File: config.mk
export PLATFORM = sky130hd
export DESIGN_NAME = uc_sequencer
export DESIGN_NICKNAME = d
export VERILOG_FILES = /design/src/rtl/uc_pkg.sv /design/src/rtl/uc_decoder.sv /design/src/rtl/uc_sequencer.sv
export SDC_FILE = /design/constraint.sdc
export NUM_CORES = 1
export LEC_CHECK = 0
export BUFFER_PORTS_ARGS = -buffer_cell sky130_fd_sc_hd__buf_4
export CAP_MARGIN = 20
export CELL_PAD_IN_SITES_DETAIL_PLACEMENT = 2
export CELL_PAD_IN_SITES_GLOBAL_PLACEMENT = 2
export CORE_MARGIN = 2
export CORE_UTILIZATION = 29
export DETAILED_ROUTE_END_ITERATION = 8
export MAX_ROUTING_LAYER = met4
export PLACE_DENSITY = 0.9
export SYNTH_ARGS = -nofsm -noshare
export SYNTH_HDL_FRONTEND = slang
export SYNTH_HIERARCHICAL = 1
export SYNTH_SLANG_ARGS = --single-unit
File: constraint.sdc
create_clock -name clk -period 2.1 [get_ports clk]
set_input_delay 0.63 -clock clk [delete_from_list [all_inputs] [get_ports clk]]
set_output_delay 0.63 -clock clk [all_outputs]
set_load 0.005 [all_outputs]
File: src/rtl/uc_pkg.sv
// Shared types and constants for the uc_sequencer control unit.
package uc_pkg;

  typedef enum logic [2:0] {
    ST_IDLE,
    ST_FETCH,
    ST_DECODE,
    ST_EXECUTE,
    ST_WRITEBACK,
    ST_HALTED,
    ST_PAUSE
  } uc_state_e;

  // Instruction classes, taken from IR[15:13]
  localparam logic [2:0] CLS_ALU  = 3'b000;
  localparam logic [2:0] CLS_MOV  = 3'b001;
  localparam logic [2:0] CLS_LDI  = 3'b010;
  localparam logic [2:0] CLS_JMP  = 3'b011;
  localparam logic [2:0] CLS_JZ   = 3'b100;
  localparam logic [2:0] CLS_JC   = 3'b101;
  localparam logic [2:0] CLS_JN   = 3'b110;
  localparam logic [2:0] CLS_HALT = 3'b111;

  localparam logic [2:0] OP_ADD = 3'b000;
  localparam logic [2:0] OP_SUB = 3'b001;
  localparam logic [2:0] OP_AND = 3'b010;
  localparam logic [2:0] OP_OR  = 3'b011;
  localparam logic [2:0] OP_INC = 3'b100;
  localparam logic [2:0] OP_DEC = 3'b101;
  localparam logic [2:0] OP_SHL = 3'b110;
  localparam logic [2:0] OP_XOR = 3'b111;

  localparam int FLAG_Z = 0;
  localparam int FLAG_C = 1;
  localparam int FLAG_N = 2;

endpackage

File: src/rtl/uc_decoder.sv
// Combinational field extraction and branch resolution for one instruction word.
module uc_decoder
  import uc_pkg::*;
(
  input  logic [15:0] ir_i,
  input  logic [2:0]  flags_i,
  output logic [2:0]  cls_o,
  output logic [2:0]  aluOp_o,
  output logic [2:0]  regY_o,
  output logic [2:0]  regX_o,
  output logic [2:0]  ldiDest_o,
  output logic [7:0]  imm_o,
  output logic        isBranch_o,
  output logic        takeBranch_o
);

  assign cls_o     = ir_i[15:13];
  assign aluOp_o   = ir_i[12:10];
  assign regY_o    = ir_i[9:7];
  assign regX_o    = ir_i[6:4];
  assign ldiDest_o = ir_i[12:10];
  assign imm_o     = ir_i[7:0];

  // Conditional jumps test the latched flag register passed in, not live ALU flags
  always_comb begin
    isBranch_o   = 1'b0;
    takeBranch_o = 1'b0;
    case (ir_i[15:13])
      CLS_JMP: begin
        isBranch_o   = 1'b1;
        takeBranch_o = 1'b1;
      end
      CLS_JZ: begin
        isBranch_o   = 1'b1;
        takeBranch_o = flags_i[FLAG_Z];
      end
      CLS_JC: begin
        isBranch_o   = 1'b1;
        takeBranch_o = flags_i[FLAG_C];
      end
      CLS_JN: begin
        isBranch_o   = 1'b1;
        takeBranch_o = flags_i[FLAG_N];
      end
      default: ;
    endcase
  end

endmodule

File: src/rtl/uc_sequencer.sv
// Multi-cycle fetch/decode/execute/writeback control unit for the 8-bit core.
// Optional single-step mode (step input, PAUSE state) enabled by defining UC_STEP_EN.
module uc_sequencer
  import uc_pkg::*;
#(
  parameter int PC_W    = 8,
  parameter int INSTR_W = 16,
  parameter int SEL_W   = 3
) (
  input  logic               clk,
  input  logic               rst_n,
  input  logic               start,
`ifdef UC_STEP_EN
  input  logic               step,
`endif
  output logic               pm_req,
  output logic [PC_W-1:0]    pm_addr,
  input  logic               pm_ack,
  input  logic [INSTR_W-1:0] pm_data,
  output logic [2:0]         uc_oALU,
  output logic               math_hab,
  input  logic [2:0]         alu_flags,
  output logic [SEL_W-1:0]   rf_selX,
  output logic [SEL_W-1:0]   rf_selY,
  output logic [SEL_W-1:0]   rf_wsel,
  output logic               rf_we,
  output logic               rf_wsrc,
  output logic [7:0]         imm,
  output logic [2:0]         flags,
  output logic               busy,
  output logic               halted
);

`ifdef UC_STEP_EN
  localparam uc_state_e ST_RESUME = ST_PAUSE;
`else
  localparam uc_state_e ST_RESUME = ST_FETCH;
`endif

  uc_state_e           state_q, state_d;
  logic [PC_W-1:0]     pc_q, pc_d;
  logic [INSTR_W-1:0]  ir_q, ir_d;
  logic [2:0]          flags_q, flags_d;

  logic [2:0] cls, aluOp, regY, regX, ldiDest;
  logic [7:0] immV;
  logic       isBranch, takeBranch;

  uc_decoder u_decoder (
    .ir_i        (ir_q),
    .flags_i     (flags_q),
    .cls_o       (cls),
    .aluOp_o     (aluOp),
    .regY_o      (regY),
    .regX_o      (regX),
    .ldiDest_o   (ldiDest),
    .imm_o       (immV),
    .isBranch_o  (isBranch),
    .takeBranch_o(takeBranch)
  );

  always_ff @(posedge clk or negedge rst_n) begin
    if (!rst_n) begin
      state_q <= ST_IDLE;
      pc_q    <= '0;
      ir_q    <= '0;
      flags_q <= '0;
    end else begin
      state_q <= state_d;
      pc_q    <= pc_d;
      ir_q    <= ir_d;
      flags_q <= flags_d;
    end
  end

  // Datapath controls are only driven in EXECUTE/WRITEBACK so they stay identical across both
  always_comb begin
    state_d  = state_q;
    pc_d     = pc_q;
    ir_d     = ir_q;
    flags_d  = flags_q;
    pm_req   = 1'b0;
    uc_oALU  = '0;
    math_hab = 1'b0;
    rf_selX  = '0;
    rf_selY  = '0;
    rf_wsel  = '0;
    rf_we    = 1'b0;
    rf_wsrc  = 1'b0;
    imm      = '0;
    case (state_q)
      ST_IDLE: if (start) state_d = ST_FETCH;
      ST_FETCH: begin
        pm_req = 1'b1;
        if (pm_ack) begin
          ir_d    = pm_data;
          pc_d    = pc_q + PC_W'(1);
          state_d = ST_DECODE;
        end
      end
      ST_DECODE: begin
        if (isBranch) begin
          if (takeBranch) pc_d = PC_W'(immV);
          state_d = ST_RESUME;
        end else if (cls == CLS_HALT) begin
          state_d = ST_HALTED;
        end else begin
          state_d = ST_EXECUTE;
        end
      end
      ST_EXECUTE, ST_WRITEBACK: begin
        case (cls)
          CLS_ALU: begin
            uc_oALU  = aluOp;
            math_hab = 1'b1;
            rf_selY  = SEL_W'(regY);
            rf_selX  = SEL_W'(regX);
            rf_wsel  = SEL_W'(regY);
          end
          CLS_MOV: begin
            rf_selY = SEL_W'(regX);
            rf_wsel = SEL_W'(regY);
          end
          CLS_LDI: begin
            rf_wsel = SEL_W'(ldiDest);
            rf_wsrc = 1'b1;
            imm     = immV;
          end
          default: ;
        endcase
        if (state_q == ST_WRITEBACK) begin
          rf_we = 1'b1;
          if (cls == CLS_ALU) flags_d = alu_flags;
          state_d = ST_RESUME;
        end else begin
          state_d = ST_WRITEBACK;
        end
      end
      ST_HALTED: begin
        if (start) begin
          pc_d    = '0;
          state_d = ST_FETCH;
        end
      end
`ifdef UC_STEP_EN
      ST_PAUSE: if (step) state_d = ST_FETCH;
`endif
      default: state_d = ST_IDLE;
    endcase
  end

  assign pm_addr = pc_q;
  assign flags   = flags_q;
  assign busy    = (state_q != ST_IDLE) && (state_q != ST_HALTED);
  assign halted  = (state_q == ST_HALTED);

endmodule

==> metrics, run 1 <==
status=finished, violations left; failing checks=negative setup slack; initial antenna violation count=0; Routed WL=6.36 mm; asr flop ratio synth=1.00; CP Capture Type=primary output; Crit Path Max Fanout=12; DRT antenna net count=0; met3 Use GR=0.0282; synth unique cells=41; dpl cells=335; RSZ-0062 raised after global routing=true; leakage power=1.23 nW; core footprint=0.00635 mm2; H-tree Lvls=2; Post-Syn Nets=244; Final period util=1.14; IO Count=60; post-synth top area cell=dfrtp_1; pwr/cell area=1340 mW/mm2; I/O Buffers=59; ys flop type=dfrtp_1; effective utilization at floorplan=0.301; worst hold path type=in2async; ranking of synthesized cells by area=dfrtp_1, buf_4, nand2_1; Synth warnings=6; layout cells sized above 1=0.405; f_max=417 MHz; worst hold slack=0.285 ns; Setup CP Type=reg2out; first-pass GRT wire length=10.3 mm; endpoints failing hold=0; share of Yosys cell area claimed by the top area cell type=0.393; Placer Congestion=0.748; root buffer cell=clkbuf_8; Vias=1716; Post-DP HPWL=4.62 mm; Final WS setup=-0.297 ns; Vias/cell=4.96; worst vdd ir=393 uV; GR Util met2=0.337; CTS tree=yes; clk_lat worst skew=0.27 ns; Pre-antenna DRT Iters=4; maximum root-to-sink buffer count=2; WL per Instance=18.4 um; final setup violation count=22; count of max-cap constraint violations=0; DRT iter0 DRCs=71; area delta synth->final=32.2%; most common cell after layout, fill and taps aside=buf_4; CTS Hold Buffers Added=0; highest-count cells in the layout ignoring fill and taps=buf_4, nand2_1, dfrtp_1; area of the mapped netlist=0.00191 mm2; Die Span X=85.1 um; GRT Total Usage=0.186; Clock transition at path regs=0.07 ns; fillers=701; sequential-to-total area share from yosys stat=0.393; die height=85.1 um; pin count of the biggest net entering global routing=31; final-stage net count=294; final cell count without fillers=346; Worst slew margin=0.701; WP data required=1.47 ns; DRC=0; number of global-route vias before repair=1942; std cell rows=29; pre-CTS setup slack=-0.0524 ns; skew final=0.00774 ns; worst slew pin tran=0.443 ns; average size of a mapped cell=8.68 um2; total grt overflow=0; CTS Buf Count=5; #FFs+latches synth=30; Die ar.=0.00725 mm2; CP Launch Type=register; Tmin final=2.40 ns; Antenna diodes=0; Crit path arrival time=1.77 ns; Synth Instances=220; Slew Limit Fails=0; met1 usage=0.216; busiest grt layer=met2; number of synthesized flops with an enable pin=0; clk sinks=30
[final cells by class]
cell class	instances	area (um2)	area share
clock buffer	6	82.6	0.0327
timing repair buffer	78	617	0.244
sequential	30	752	0.298
inverter	6	22.5	0.00892
tap	77	96.3	0.0382
multi-input combinational	149	955	0.378
[cells by family after synthesis]
| family | count (synthesis) | synth area share |
|---|---|---|
| XOR/XNOR | 4 | 0.0184 |
| multiplexers | 8 | 0.0446 |
| adder cells (fa/ha/maj) | 1 | 0.00655 |
| flip-flops | 30 | 0.393 |
| buffers and inverters | 41 | 0.141 |
| AND/OR/NAND/NOR | 104 | 0.286 |
| AO/OA/AOI/OAI | 32 | 0.110 |
[Yosys cell counts, drive strengths merged, types with 3 or more instances]
cell,instances
nand2,54
buf,34
dfrtp,30
and2,14
o21ai,10
nor2,9
a21oi,8
inv,6
mux2,4
mux2i,4
nand3,4
a22o,3
a22oi,3
nor3,3
nor3b,3
nor4,3
xnor2,3
[per-layer routing]
layer  wire [um]  vias to the layer above
li1            -                      812
met5           0                        -
met1        2670                      869
met4          29                        0
met3         182                        4
met2        3480                       31
[path summary, 6_finish.rpt]
path,start,endpoint,cells after the start,slack [ns]
max,state_q[0],imm[5],6,-0.30
min,rst_n,pm_addr[1],1,0.28
max reg2reg,ir_q[13],pm_addr[6],7,0.20
min reg2reg,ir_q[12],ir_q[12],2,0.52
max in group asynchronous,rst_n,ir_q[13],1,1.48
min in group clk,ir_q[12],ir_q[12],2,0.52
[report_power, final]
part / switching (mW) / internal (mW)
Combinational: 0.865 / 0.847
Sequential: 0.364 / 0.848
Clock: 0.203 / 0.252
[critical path: stages, from the launching register on]
cell and delay (ns):
dfrtp_1 0.44, nor3b_4 0.28, nor2_2 0.09, nor4b_4 0.23
buf_6 0.18, and2_1 0.14, buf_4 0.12
[timing repair]
action / 4_1_cts / 5_1_grt
buffers inserted: 3 / 3
gates resized for setup: 14 / 11
pin swaps: 3 / 4
setup endpoints to repair: 22 / 24
[state kept, by name, summed over array words and instances (netlist names)]
signal and cells:
flags 3, state_q 3, pm_addr 8, ir_q 16
[through the flow]
stage	instance area, um2	util	TNS, ns	power [mW]
3_5_place_dp	2330	0.366	-0.221	2.77
6_report	2520	0.398	-5.05	3.38
4_1_cts	2470	0.389	-4.77	3.34
3_3_place_gp	2330	0.366	0	2.65
2_1_floorplan	1910	-	0	2.26
5_1_grt	2520	0.398	-6.27	3.65
Power figures use the tool's default switching activity.
==> run 2: changes to the inputs <==
PLACE_DENSITY = default   (was 0.9)
PLACE_DENSITY_LB_ADDON = 0.1   (was default)
==> run 2 against run 1 <==
  * The run still ends with negative setup slack left
  * Combinational power decreased by 3%
  * Critical path type unchanged
  * Clock-buffer cell count stayed put
  * Core utilization down 0.59 points
  * Critical path depth unchanged
  * Clock skew shrank 0.0023 ns
  * Fmax up 1.8%
  * Global-route usage fell by 0.75 points
  * Flip-flop and latch count unchanged
  * Register-to-register slack improved by 0.10 ns
  * Highest routed layer unchanged
  * Wire length fell by 7.5%
==> metrics, run 2 (same netlist as run 1, synthesis figures left out) <==
WL per Instance=17.0 um; DRC=0; number of global-route vias before repair=1898; Die ar.=0.00725 mm2; CTS tree=yes; std cell rows=29; CP Launch Type=register; status=finished, violations left; die height=85.1 um; fillers=727; Crit path arrival time=1.73 ns; leakage power=1.22 nW; Power Total=3.28 mW; clk_lat worst skew=0.27 ns; Pre-antenna DRT Iters=4; worst hold path type=in2async; Routed WL=5.89 mm; final cell count without fillers=346; GRT Total Usage=0.179; worst vdd ir=373 uV; Final period util=1.12; DRT antenna net count=0; Placer Congestion=0.780; RSZ-0062 raised after global routing=true; final setup TNS=-4.07 ns; highest-count cells in the layout ignoring fill and taps=buf_4, nand2_1, dfrtp_1; Setup CP Type=reg2out; endpoints failing hold=0; area delta synth->final=30.3%; pwr/cell area=1320 mW/mm2; most flop-heavy register=ir_q; root buffer cell=clkbuf_8; pin count of the biggest net entering global routing=31; H-tree Lvls=2; count of max-cap constraint violations=0; CP max-delay cell=dfrtp_1; CP top delay family=simple AND/OR/NAND/NOR gates; WP data required=1.47 ns; worst slew pin tran=0.422 ns; maximum root-to-sink buffer count=2; total grt overflow=0; effective utilization at floorplan=0.301; clk sinks=30; final-stage net count=294; layout cells sized above 1=0.379; Worst slew margin=0.719; CP Capture Type=primary output; Placement Cell Area=0.00234 mm2; final setup violation count=22; Final WS setup=-0.255 ns; Vias/cell=4.90; number of flip-flops in the largest register=16; Crit Path Max Fanout=12; final design area excluding fillers=0.00249 mm2; core footprint=0.00635 mm2; IO Count=60; f_max=425 MHz; Die Span X=85.1 um; WP buf/inv=2; failing checks=negative setup slack; DRT iter0 DRCs=49; most common cell after layout, fill and taps aside=buf_4; Clock transition at path regs=0.06 ns; I/O Buffers=59; first-pass GRT wire length=9.90 mm; CP peak stage delay=0.43 ns; skew final=0.00541 ns; Tmin final=2.36 ns; dpl cells=336; Vias=1697; Critical Path, Cell by Cell=nor3b_4, nor2_2, nor4b_4, buf_12, and2_1, buf_4; Antenna diodes=0; Post-DP HPWL=4.39 mm; Slew Limit Fails=0; initial antenna violation count=0; CTS Buf Count=5
-- run 2: cell counts in the layout (fill, tap and decap cells not counted) --
No cell type changed its count.
-- run 2: layer usage --
| layer | track usage | up-vias | routed length (um) |
|---|---|---|---|
| li1 | - | 811 | - |
| met1 | 0.224 | 847 | 2530 |
| met2 | 0.300 | 37 | 3080 |
| met3 | 0.0409 | 2 | 249 |
| met4 | 0.0303 | 0 | 27 |
| met5 | - | - | 0 |
-- run 2: layout make-up --
type | instances | area [um2] | share of cell area
Clock buffer | 6 | 82.6 | 0.0332
Inverter | 6 | 22.5 | 0.00905
Multi-Input combinational cell | 149 | 933 | 0.375
Sequential cell | 30 | 751 | 0.302
Tap cell | 77 | 96.3 | 0.0387
Timing Repair Buffer | 78 | 602 | 0.242
-- run 2: timing repair --
item                       CTS  global route
buffers inserted             3             1
hold buffers                 0             0
gates resized for setup      9             2
gates cloned                 0             0
setup endpoints to repair   22            23
pin swaps                    1             0
hold endpoints to repair     0             0
-- run 2: per-stage QoR --
| step | setup WS, ns | hold WS, ns | utilization |
|---|---|---|---|
| floorplan | 0.108 | 0.334 | - |
| global placement | -0.0166 | 0.491 | 0.369 |
| detailed placement | -0.0502 | 0.499 | 0.369 |
| CTS | -0.257 | 0.305 | 0.390 |
| global route | -0.384 | 0.318 | 0.392 |
| finish | -0.255 | 0.284 | 0.392 |
-- run 2: worst reg2reg max path, delay by kind of cell, from the launching register on --
family	cells	cell delay [ns]
compound gates	4	0.72
flops	1	0.43
buf+inv	2	0.40
mux	1	0.13
-- run 2: where the power goes --
part,total (mW),leakage [nW],internal [mW],switching (mW)
clock,0.460,0.0431,0.252,0.208
sequential,1.16,0.376,0.847,0.314
combinational,1.66,0.802,0.810,0.847
-- run 2: worst paths after layout --
kind / slack (ns) / start / endpoint / cells past startpoint
min reg2reg: 0.51 / ir_q[8] / ir_q[8] / 2
max reg2reg: 0.30 / ir_q[13] / pm_addr[0] / 7
min: 0.28 / rst_n / pm_addr[2] / 1
max in group asynchronous: 1.50 / rst_n / state_q[0] / 1
max: -0.26 / state_q[1] / imm[6] / 6
min in group clk: 0.51 / ir_q[8] / ir_q[8] / 2
==> run 3: changes to the inputs <==
REMOVE_ABC_BUFFERS = 1   (was default)
==> run 3 against run 2 <==
  * First-iteration DRC count grew 37%
  * Clock-buffer cell count shrank 1
  * Register-to-register slack gained 0.05 ns
  * The run still ends with negative setup slack left
  * Power grew 2.5%
==> metrics, run 3 (same netlist as run 1, synthesis figures left out) <==
CP Capture Type=primary output; H-tree Lvls=2; Final period util=1.11; DRT iter0 DRCs=67; pwr/cell area=1350 mW/mm2; Slew Limit Fails=0; clk_lat worst skew=0.29 ns; Vias=1679; dpl cells=336; Die Span X=85.1 um; WL per Instance=16.4 um; Crit path arrival time=1.71 ns; most common cell after layout, fill and taps aside=buf_4; std cell rows=29; CTS Buf Count=5; skew final=0.0120 ns; Pre-antenna DRT Iters=4; highest-count cells in the layout ignoring fill and taps=buf_4, nand2_1, dfrtp_1; area delta synth->final=30.4%; CP peak stage delay=0.41 ns; worst hold path type=in2async; FF+latch area=751 um2; pin count of the biggest net entering global routing=31; GRT Total Usage=0.175; multi-input logic area=933 um2; number of global-route vias before repair=1881; final cell count without fillers=346; DRT antenna net count=0; fillers=712; WP buf/inv=2; effective utilization at floorplan=0.301; final-stage net count=292; initial antenna violation count=0; worst vdd ir=523 uV; most flop-heavy register=ir_q; Vias/cell=4.85; Setup CP Type=reg2out; endpoints failing hold=0; Clock transition at path regs=0.08 ns; pre-CTS setup slack=0.0385 ns; Crit Path Max Fanout=12; Routed WL=5.67 mm; core footprint=0.00635 mm2; first-pass GRT wire length=9.67 mm; clk sinks=30; Die ar.=0.00725 mm2; maximum root-to-sink buffer count=2; CP max-delay cell=dfrtp_1; Critical Path, Cell by Cell=and3b_2, nor2_2, nor4b_4, buf_6, and2_1, buf_4; die height=85.1 um; count of max-cap constraint violations=0; WP data required=1.47 ns; failing checks=negative setup slack; DRC=0; Placer Congestion=0.751; I/O Buffers=59; Antenna diodes=0; RSZ-0062 raised after global routing=true; Tmin final=2.34 ns; CP Launch Type=register; Worst slew margin=0.728; CTS tree=yes; final setup violation count=22; layout cells sized above 1=0.379; status=finished, violations left; f_max=427 MHz; root buffer cell=clkbuf_8; CP top delay family=simple AND/OR/NAND/NOR gates; Post-DP HPWL=4.07 mm; number of flip-flops in the largest register=16; worst slew pin tran=0.408 ns; IO Count=60; Final WS setup=-0.241 ns; total grt overflow=0; leakage power=1.23 nW
==> run 3: cell types whose count changed in the layout (fill, tap and decap cells not counted), sizes merged <==
cell / change
clkbuf: -1
buf: -2
clkinv: +2
bufinv: +1
==> run 3: worst register-to-register path, stage by stage, from the launching register on <==
cell      delay, ns
dfrtp_1        0.44
buf_4          0.18
inv_1          0.05
o311ai_2       0.32
a32oi_1        0.15
buf_4          0.20
a221oi_1       0.22
a21oi_1        0.08
==> run 3: report_power, final <==
part	total [mW]	leakage (nW)	switching, mW	internal (mW)
clock network	0.590	0.0579	0.240	0.349
registers	1.18	0.376	0.339	0.846
logic	1.58	0.793	0.784	0.799
total	3.36	1.23	1.36	1.99
==> run 3: path summary, 6_finish.rpt <==
kind                       depth (start not counted)        from    endpoint  slack, ns
max reg2reg                                        7    ir_q[15]  pm_addr[0]       0.35
min reg2reg                                        2    ir_q[11]    ir_q[11]       0.52
min                                                1       rst_n  pm_addr[2]       0.26
max in group asynchronous                          1       rst_n    ir_q[11]       1.53
min in group clk                                   2    ir_q[11]    ir_q[11]       0.52
max                                                6  state_q[2]      imm[5]      -0.24
==> run 3: cell type report <==
| cell class | count | area share |
|---|---|---|
| multi-input combinational | 149 | 0.375 |
| sequential | 30 | 0.302 |
| timing repair buffer | 76 | 0.232 |
| tap | 77 | 0.0387 |
| clock buffer | 5 | 0.0276 |
| clock inverter | 3 | 0.0161 |
| inverter | 6 | 0.00905 |
==> run 3: through the flow <==
step                hold slack, ns  cell area, um2  TNS, ns  power, mW   util
floorplan                    0.334            1660    -2.05       1.91      -
global placement             0.502            2330        0       2.69  0.367
detailed placement           0.509            2330        0       2.73  0.367
CTS                          0.276            2490    -3.92       3.42  0.393
global route                 0.285            2490    -5.79       3.68  0.392
finish                       0.257            2490    -3.72       3.36  0.392
==> run 3: layer usage <==
| layer | part of all wire | up-vias | track usage |
|---|---|---|---|
| met5 | 0 | - | - |
| met4 | 0.011 | 0 | 0.0433 |
| li1 | - | 811 | - |
| met3 | 0.044 | 6 | 0.0360 |
| met1 | 0.48 | 821 | 0.228 |
| met2 | 0.47 | 41 | 0.280 |
==> run 3: timing repair <==
item                                    4_1_cts  5_1_grt
hold buffers                                  0        0
endpoints found under the setup margin       22       25
endpoints found under the hold margin         0        0
setup buffers                                 4        0
pin swaps                                     5        0
gates resized for setup                      11        1
